## src/rtl/pipe_pkg.sv

```systemverilog
// Shared types and constants for the pipeline advance controller.
// Holds the FSM state encoding, the flush NOP and the handshake legality rule.
package pipe_pkg;

   typedef enum logic [1:0] {
      RUN  = 2'd0,
      HOLD = 2'd1,
      ERR  = 2'd2
   } state_t;

   localparam logic [31:0] NOP_INSTR = 32'h0000_0000;
   localparam logic [31:0] PC_STEP   = 32'd4;

   // A stall must freeze both PC and IF/ID; a clean cycle must advance both.
   // A taken branch overrides everything, so that cycle is never checked.
   function automatic logic hs_violation(input logic stall,
                                         input logic pcwrite,
                                         input logic if_id_write,
                                         input logic branch_taken);
      logic viol;
      viol = 1'b0;
      if (!branch_taken) begin
         if (stall)
            viol = pcwrite | if_id_write;
         else
            viol = ~(pcwrite & if_id_write);
      end
      return viol;
   endfunction

endpackage

```

## src/rtl/pipe_advance_ctrl_sat_counter.sv

```systemverilog
// Saturating up-counter with synchronous clear, used for the debug
// stall and flush counters.
module sat_counter
   import pipe_pkg::*;
#(
   parameter int CNT_W = 16
) (
   input  logic             clk,
   input  logic             rst,
   input  logic             inc,
   input  logic             clr,
   output logic [CNT_W-1:0] count
);

   function automatic logic [CNT_W-1:0] sat_inc(input logic [CNT_W-1:0] val);
      return (&val) ? val : val + 1'b1;
   endfunction

   always_ff @(posedge clk or posedge rst) begin
      if (rst)
         count <= '0;
      else if (clr)
         count <= '0;
      else if (inc)
         count <= sat_inc(count);
   end

endmodule

```

## src/rtl/pipe_advance_ctrl.sv

```systemverilog
// PC, IF/ID latch and ID/EX bubble mux driven by the hazard unit strobes and
// branch flush, with handshake monitoring and debug stall/flush counters.
module pipe_advance_ctrl
   import pipe_pkg::*;
#(
   parameter logic [31:0] PC_RESET  = 32'h0000_0000,
   parameter int          CTRL_W    = 10,
   parameter int          MAX_STALL = 2,
   parameter int          CNT_W     = 16
) (
   input  logic              clk,
   input  logic              rst,
   input  logic              stall,
   input  logic              pcwrite,
   input  logic              if_id_write,
   input  logic              branch_taken,
   input  logic [31:0]       branch_target,
   input  logic [31:0]       instr_in,
   input  logic [CTRL_W-1:0] id_ctrl_in,
   output logic [31:0]       pc,
   output logic [31:0]       if_id_instr,
   output logic [31:0]       if_id_pc4,
   output logic              if_id_valid,
   output logic [CTRL_W-1:0] id_ex_ctrl,
   output logic              id_ex_valid,
   output logic              hs_err,
   output logic [CNT_W-1:0]  stall_cnt,
   output logic [CNT_W-1:0]  flush_cnt
);

   localparam int               RUN_W       = $clog2(MAX_STALL + 2);
   localparam logic [RUN_W-1:0] STALL_LIMIT = RUN_W'(MAX_STALL + 1);

   state_t           state;
   logic [RUN_W-1:0] stall_run;
   logic [RUN_W-1:0] run_next;
   logic [31:0]      pc_plus4;
   logic             stall_eff;
   logic             viol;

   assign pc_plus4  = pc + PC_STEP;
   assign stall_eff = stall & ~branch_taken;
   assign viol      = hs_violation(stall, pcwrite, if_id_write, branch_taken);

   // Run length saturates at the limit so it cannot wrap back into range.
   always_comb begin
      run_next = '0;
      if (stall_eff)
         run_next = (stall_run == STALL_LIMIT) ? stall_run : stall_run + 1'b1;
   end

   // Fetch stage: PC register
   always_ff @(posedge clk or posedge rst) begin
      if (rst)
         pc <= PC_RESET;
      else if (branch_taken)
         pc <= branch_target;
      else if (pcwrite)
         pc <= pc_plus4;
   end

   // IF/ID boundary
   always_ff @(posedge clk or posedge rst) begin
      if (rst) begin
         if_id_instr <= NOP_INSTR;
         if_id_pc4   <= '0;
         if_id_valid <= 1'b0;
      end else if (branch_taken) begin
         if_id_instr <= NOP_INSTR;
         if_id_pc4   <= '0;
         if_id_valid <= 1'b0;
      end else if (if_id_write) begin
         if_id_instr <= instr_in;
         if_id_pc4   <= pc_plus4;
         if_id_valid <= 1'b1;
      end
   end

   // ID/EX boundary: bubble on flush or stall
   always_ff @(posedge clk or posedge rst) begin
      if (rst) begin
         id_ex_ctrl  <= '0;
         id_ex_valid <= 1'b0;
      end else if (branch_taken || stall) begin
         id_ex_ctrl  <= '0;
         id_ex_valid <= 1'b0;
      end else begin
         id_ex_ctrl  <= id_ctrl_in;
         id_ex_valid <= if_id_valid;
      end
   end

   // Monitor only: ERR never gates the datapath, it just latches the report.
   always_ff @(posedge clk or posedge rst) begin
      if (rst) begin
         state     <= RUN;
         stall_run <= '0;
         hs_err    <= 1'b0;
      end else begin
         stall_run <= run_next;
         case (state)
            ERR: begin
               state  <= ERR;
               hs_err <= 1'b1;
            end
            default: begin
               if (viol || run_next == STALL_LIMIT) begin
                  state  <= ERR;
                  hs_err <= 1'b1;
               end else if (stall_eff) begin
                  state  <= HOLD;
                  hs_err <= 1'b0;
               end else begin
                  state  <= RUN;
                  hs_err <= 1'b0;
               end
            end
         endcase
      end
   end

   sat_counter #(.CNT_W(CNT_W)) u_stall_cnt (
      .clk   (clk),
      .rst   (rst),
      .inc   (stall_eff),
      .clr   (1'b0),
      .count (stall_cnt)
   );

   sat_counter #(.CNT_W(CNT_W)) u_flush_cnt (
      .clk   (clk),
      .rst   (rst),
      .inc   (branch_taken),
      .clr   (1'b0),
      .count (flush_cnt)
   );

endmodule

```

## config.mk

```make
export PLATFORM = sky130hd
export DESIGN_NAME = pipe_advance_ctrl
export DESIGN_NICKNAME = d
export VERILOG_FILES = /design/src/rtl/pipe_pkg.sv /design/src/rtl/pipe_advance_ctrl_sat_counter.sv /design/src/rtl/pipe_advance_ctrl.sv
export SDC_FILE = /design/constraint.sdc
export NUM_CORES = 1
export LEC_CHECK = 0
export BUFFER_PORTS_ARGS = -buffer_cell sky130_fd_sc_hd__buf_4
export CORE_MARGIN = 2
export CORE_UTILIZATION = 47
export DETAILED_ROUTE_END_ITERATION = 8
export GPL_TIMING_DRIVEN = 0
export PLACE_DENSITY = 0.75
export SKIP_CTS_REPAIR_TIMING = 1
export SLEW_MARGIN = 0
export SYNTH_ARGS = -nofsm -noshare
export SYNTH_HDL_FRONTEND = slang
export SYNTH_SLANG_ARGS = --single-unit
```

## constraint.sdc

```tcl
create_clock -name clk -period 6.2 [get_ports clk]
set_clock_uncertainty 0.2 [all_clocks]
set_input_delay 1.24 -clock clk [delete_from_list [all_inputs] [get_ports clk]]
set_output_delay 1.24 -clock clk [all_outputs]
set_load 0.005 [all_outputs]
```

## Word-level counts from Yosys, hierarchy flattened

Cells that the tools add are included.

- Shift operators: 0
- Div/mod/pow operators: 0
- Reduce and logical (&&, ||, !) cells: 8
- Eq/ne operators: 3
- Magnitude comparators: 0
- Multiplexer cells: 19
- Bitwise operators: 7
- Add/subtract/negate cells: 4
- $mul: 0

Operator list:

| cell | count |
|---|---|
| $mux W32 | 6 |
| $add A16 B1 Y16 const B | 2 |
| $add A32 B3 Y32 const B | 1 |
| $reduce_and A16 Y1 | 2 |
| $mux W10 | 1 |
| $mux W1 | 8 |
| $mux W2 | 4 |
| $eq A2 B2 Y1 const B | 3 |
| $not A1 Y1 | 4 |
| $reduce_and A2 Y1 | 2 |
| $reduce_bool A2 Y1 | 2 |
| $add A2 B1 Y2 const B | 1 |
| $and A1 B1 Y1 | 2 |
| $logic_or A1 B1 Y1 | 2 |
| $or A1 B1 Y1 | 1 |

- Flip-flop bits (word level): 145
- Input bits: 80
- Output and inout port bits: 141
- Bits in writable memories: 0
- Word-level logic and storage cells: 52
- Memory bits (read-only): 0
- Memories kept: 0
- Bits in latches: 0

## Longest topological paths before layout

- Word-level depth: 7
- Gate-level depth with buffers: 7
- Depth with buffers taken out: 5

## Hierarchy

A second synthesis with hierarchy kept.

- Cell total of the unflattened synthesis: 724
- Area total of the unflattened synthesis: 7,223.2 um2

Modules (own cells, without submodules):

| module | area each (um2) | seq. area each (um2) | times used | cells each |
|---|---|---|---|---|
| pipe_advance_ctrl | 5,301.3 | 2,802.7 | 1 | 528 |
| sat_counter | 960.9 | 400.4 | 2 | 98 |

## Least setup slack after synthesis

Ideal clock, no wire load.

- Kind: input -> register
- Start point: input if_id_write
- End point: register if_id_instr[19]
- Path buffers: 3
- Arrival: 2.436 ns
- Stages: 5
- Library setup time: 0.132 ns
- Path slack: 3.432 ns
- Required time: 5.868 ns
- Path through: clkbuf_1 -> clkbuf_1 -> clkbuf_1 -> mux2i_1 -> nor2_1

- Longest elaborated chain between the ends: 1

Ends and longest elaborated chain:

| element | line | text |
|---|---|---|
| from (decl) | pipe_advance_ctrl.sv:15 | `input logic if_id_write,` |
| $reduce_bool A2 Y1 (no source line) | -- |  |
| to (signal assigned) | pipe_advance_ctrl.sv:73 | `if_id_instr <= instr_in;` |
| to (decl) | pipe_advance_ctrl.sv:21 | `output logic [31:0] if_id_instr,` |

No other way between the ends.
A chain may end at the register's enable or synchronous reset.

## Final worst setup path

- Start point: input branch_taken
- End point: register pc[30]

- Longest elaborated chain between the ends: 1
- Elaborated cells on any way between the ends: 2
- Those cells by class: mux (1); reduce/logical (1)

Ends and longest elaborated chain:

| element | line | text |
|---|---|---|
| from (decl) | pipe_advance_ctrl.sv:16 | `input logic branch_taken,` |
| $mux W32 / $reduce_bool A2 Y1 (equally long branches) | -- |  |
| to (signal assigned) | pipe_advance_ctrl.sv:57 | `pc <= branch_target;` |
| to (signal assigned) | pipe_advance_ctrl.sv:59 | `pc <= pc_plus4;` |
| to (decl) | pipe_advance_ctrl.sv:20 | `output logic [31:0] pc,` |

Parallel ways exist; a longest one is shown, timed or not.

==> results.py <==
metrics = {
    "grt": {
        "grt_pass1_wl_mm": 33.67,
        "grt_pass1_vias": 6428,
        "grt_max_degree": 76,
        "grt-ovfl-total": 0,
        "antenna_found_initial": 0,
        "grt.total_usage": 0.2674,
    },
    "synth": {
        "synth_adder_area_share": 0.005376,
        "ys.flop_type": "dfrtp_1",
        "synth.net_count": 776,
        "muxShareOfSynthArea": 0.05806,
        "yosys.area_share.simple": 0.2285,
        "async_flop_share": 1.000,
        "synth_edf_count": 0,
        "synth_compound_area_frac": 0.1038,
        "synth_xor_area_frac": 0.05771,
        "ys_top_cells_by_area": "dfrtp_1, mux2i_1, nor2_1, xor2_1, or4_1",
        "seq_area_frac_synth": 0.5161,
        "synth_top_area_cell": "dfrtp_1",
        "ys_ff_latch": 144,
        "synth_warnings": 0,
        "netlist.area_leader.share": 0.5161,
        "syn_area_um2": 6982,
        "synth_top_family_by_area": "simple AND/OR/NAND/NOR gates",
        "avgSynthCellArea_um2": 10.07,
        "synthCells": 693,
        "synth_cell_types": 46,
    },
    "drt": {
        "wire_per_inst_um": 18.59,
        "dr.pass1.iters": 5,
        "drtIter0Drc": 651,
        "ant_nets": 0,
        "routed_wl_mm": 20.99,
        "avgViaCountPerCell": 5.742,
        "vias": 6483,
        "drc_errors": 0,
    },
    "timing": {
        "hold_violations": 0,
        "period_share": 0.4990,
        "slew_headroom": 0.4281,
        "setup_violations": 0,
        "period_minus_slack_ns": 3.094,
        "whs_ns": 0.2555,
        "worstMarginPinSlew_ns": 0.8508,
        "drv_slew": 0,
        "fin_setup_tns_ns": 0,
        "fmax_mhz": 323.2,
        "rsz0062_at_grt": "no",
    },
    "power_and_ir_drop": {
        "pwr_density_cell_nw_per_um2": 286.1,
        "power.leakage_nw": 4.438,
        "p_total_mw": 2.720,
        "ir_drop_uv": 232.4,
    },
    "cells_and_area": {
        "layout-drive-gt1-share": 0.2815,
        "fillerInstances": 1196,
        "antenna_cells": 0,
        "syn_to_final_growth_pct": 36.15,
        "mostFrequentLayoutCells": "buf_4, dfrtp_1, nor2_1, nand2_1, clkbuf_1",
        "fin_cells": 1129,
        "fin_nets": 1015,
        "final_common_cell": "buf_4",
        "fin_util": 0.6540,
    },
    "worst_setup_path": {
        "crit_type": "primary input to flip-flop",
        "start_kind": "primary input",
        "crit_path_max_incr_delay_ns": 0.56,
        "crit_path_max_fanout": 10,
        "worst_path_max_delay_cell": "clkbuf_1",
        "cp.arrival_ns": 3.25,
        "worst-path-buf-inv": 4,
        "crit_chain": "buf_4, clkbuf_1, clkbuf_1, buf_1, nand2_1, nand3_1",
        "endpoint_kind": "flip-flop",
        "critPathTopFamily": "buffers and inverters",
        "critical_path_required_ns": 6.35,
        "crit_top_cell": "clkbuf_1",
    },
    "cts": {
        "clockBufferDepth": 2,
        "htree_num_levels": 4,
        "cts_root_buf": "clkbuf_16",
        "insertion_delay_ns": 0.43,
        "path_clk_slew_ns": 0.06,
        "cts-buffers-inserted": 17,
        "cts_tree": "done",
        "cts_sinks": 144,
    },
    "job": {
        "drv_cap": 0,
    },
    "floorplan": {
        "core_area_um2": 14530,
        "io_pins": 221,
        "die_w_um": 125.9,
        "initial_core_util": 0.4804,
        "dieArea_um2": 15850,
        "fp-row-count": 44,
        "die_y_um": 125.9,
    },
    "placement": {
        "place_hpwl_mm": 14.95,
        "dp_cells": 1097,
        "port_buffers": 219,
        "place_congestion": 0.8694,
    },
    "outcome": {
        "status": "finished, final reports clean",
    },
    "hold_path": {
        "hp-class": "flip-flop to flip-flop",
    },
}
## flip-flops by register name, indices dropped and copies added, names as in the netlist
| register | flops |
|---|---|
| if_id_instr | 32 |
| if_id_pc4 | 32 |
| pc | 32 |
| u_flush_cnt.count | 16 |
| u_stall_cnt.count | 16 |
| id_ex_ctrl | 10 |
| stall_run | 2 |
| hs_err | 1 |
| id_ex_valid | 1 |
| if_id_valid | 1 |
| state | 1 |
## worst paths after layout
check	start	endpoint	slack, ns	depth (start not counted)
max	branch_taken	pc[30]	3.11	6
max in group asynchronous	rst	pc[18]	4.33	3
min	stall_run[0]	stall_run[0]	0.26	1
min reg2reg	stall_run[0]	stall_run[0]	0.26	1
max reg2reg	pc[2]	if_id_pc4[15]	3.25	6
min in group asynchronous	rst	if_id_instr[21]	0.71	2
## power by group
group          total [mW]  switching [mW]  internal [mW]
combinational       0.487           0.234          0.253
clock                1.08           0.405          0.672
sequential           1.15           0.118           1.04
total                2.72           0.758           1.96
## cells in the mapped netlist (all sizes together) (13+ instances only)
library cell,instances
dfrtp,144
nor2,91
nand2,42
clkbuf,37
mux2i,36
xor2,32
nand3,27
o21ai,24
nand4,23
or4,23
o31ai,19
a311oi,17
and2,17
a31oi,15
and4,15
nor3,14
or3,14
xnor2,14
and3,13
## per-stage QoR
stage	worst slack [ns]	cell area, µm²
final	3.106	9505
after global routing	2.977	9505
after floorplan	0.8937	6982
after detailed placement	2.755	8889
after global placement	-0.8717	8856
after CTS	3.115	9505
## final cells by class
type,count,area (µm²),area share
Inverter,9,38.79,0.004081
Buffer,46,178.9,0.01882
Clock buffer,18,429.2,0.04515
Clock inverter,14,187.7,0.01974
Sequential cell,144,3603,0.3791
Tap cell,184,230.2,0.02422
Multi-Input combinational cell,494,3166,0.3330
Timing Repair Buffer,220,1672,0.1759
## layer usage
metal	vias to the layer above	track usage	part of all wire
li1	3024	-	-
met1	3125	0.3612	0.41
met2	287	0.4219	0.48
met3	47	0.06797	0.084
met4	0	0.09438	0.025
met5	-	0	0
## cells by family (layout without fill, tap and decap cells)
group	Yosys count	in the layout
adders and majority gates	3	3
AOI/OAI and AO/OA	106	106
and+or+nand+nor	299	299
buffers and inverters	55	307
xor gates and xnor gates	46	46
DFF	144	144
muxes	40	40
Note: power is estimated with default switching activity, not from simulation.
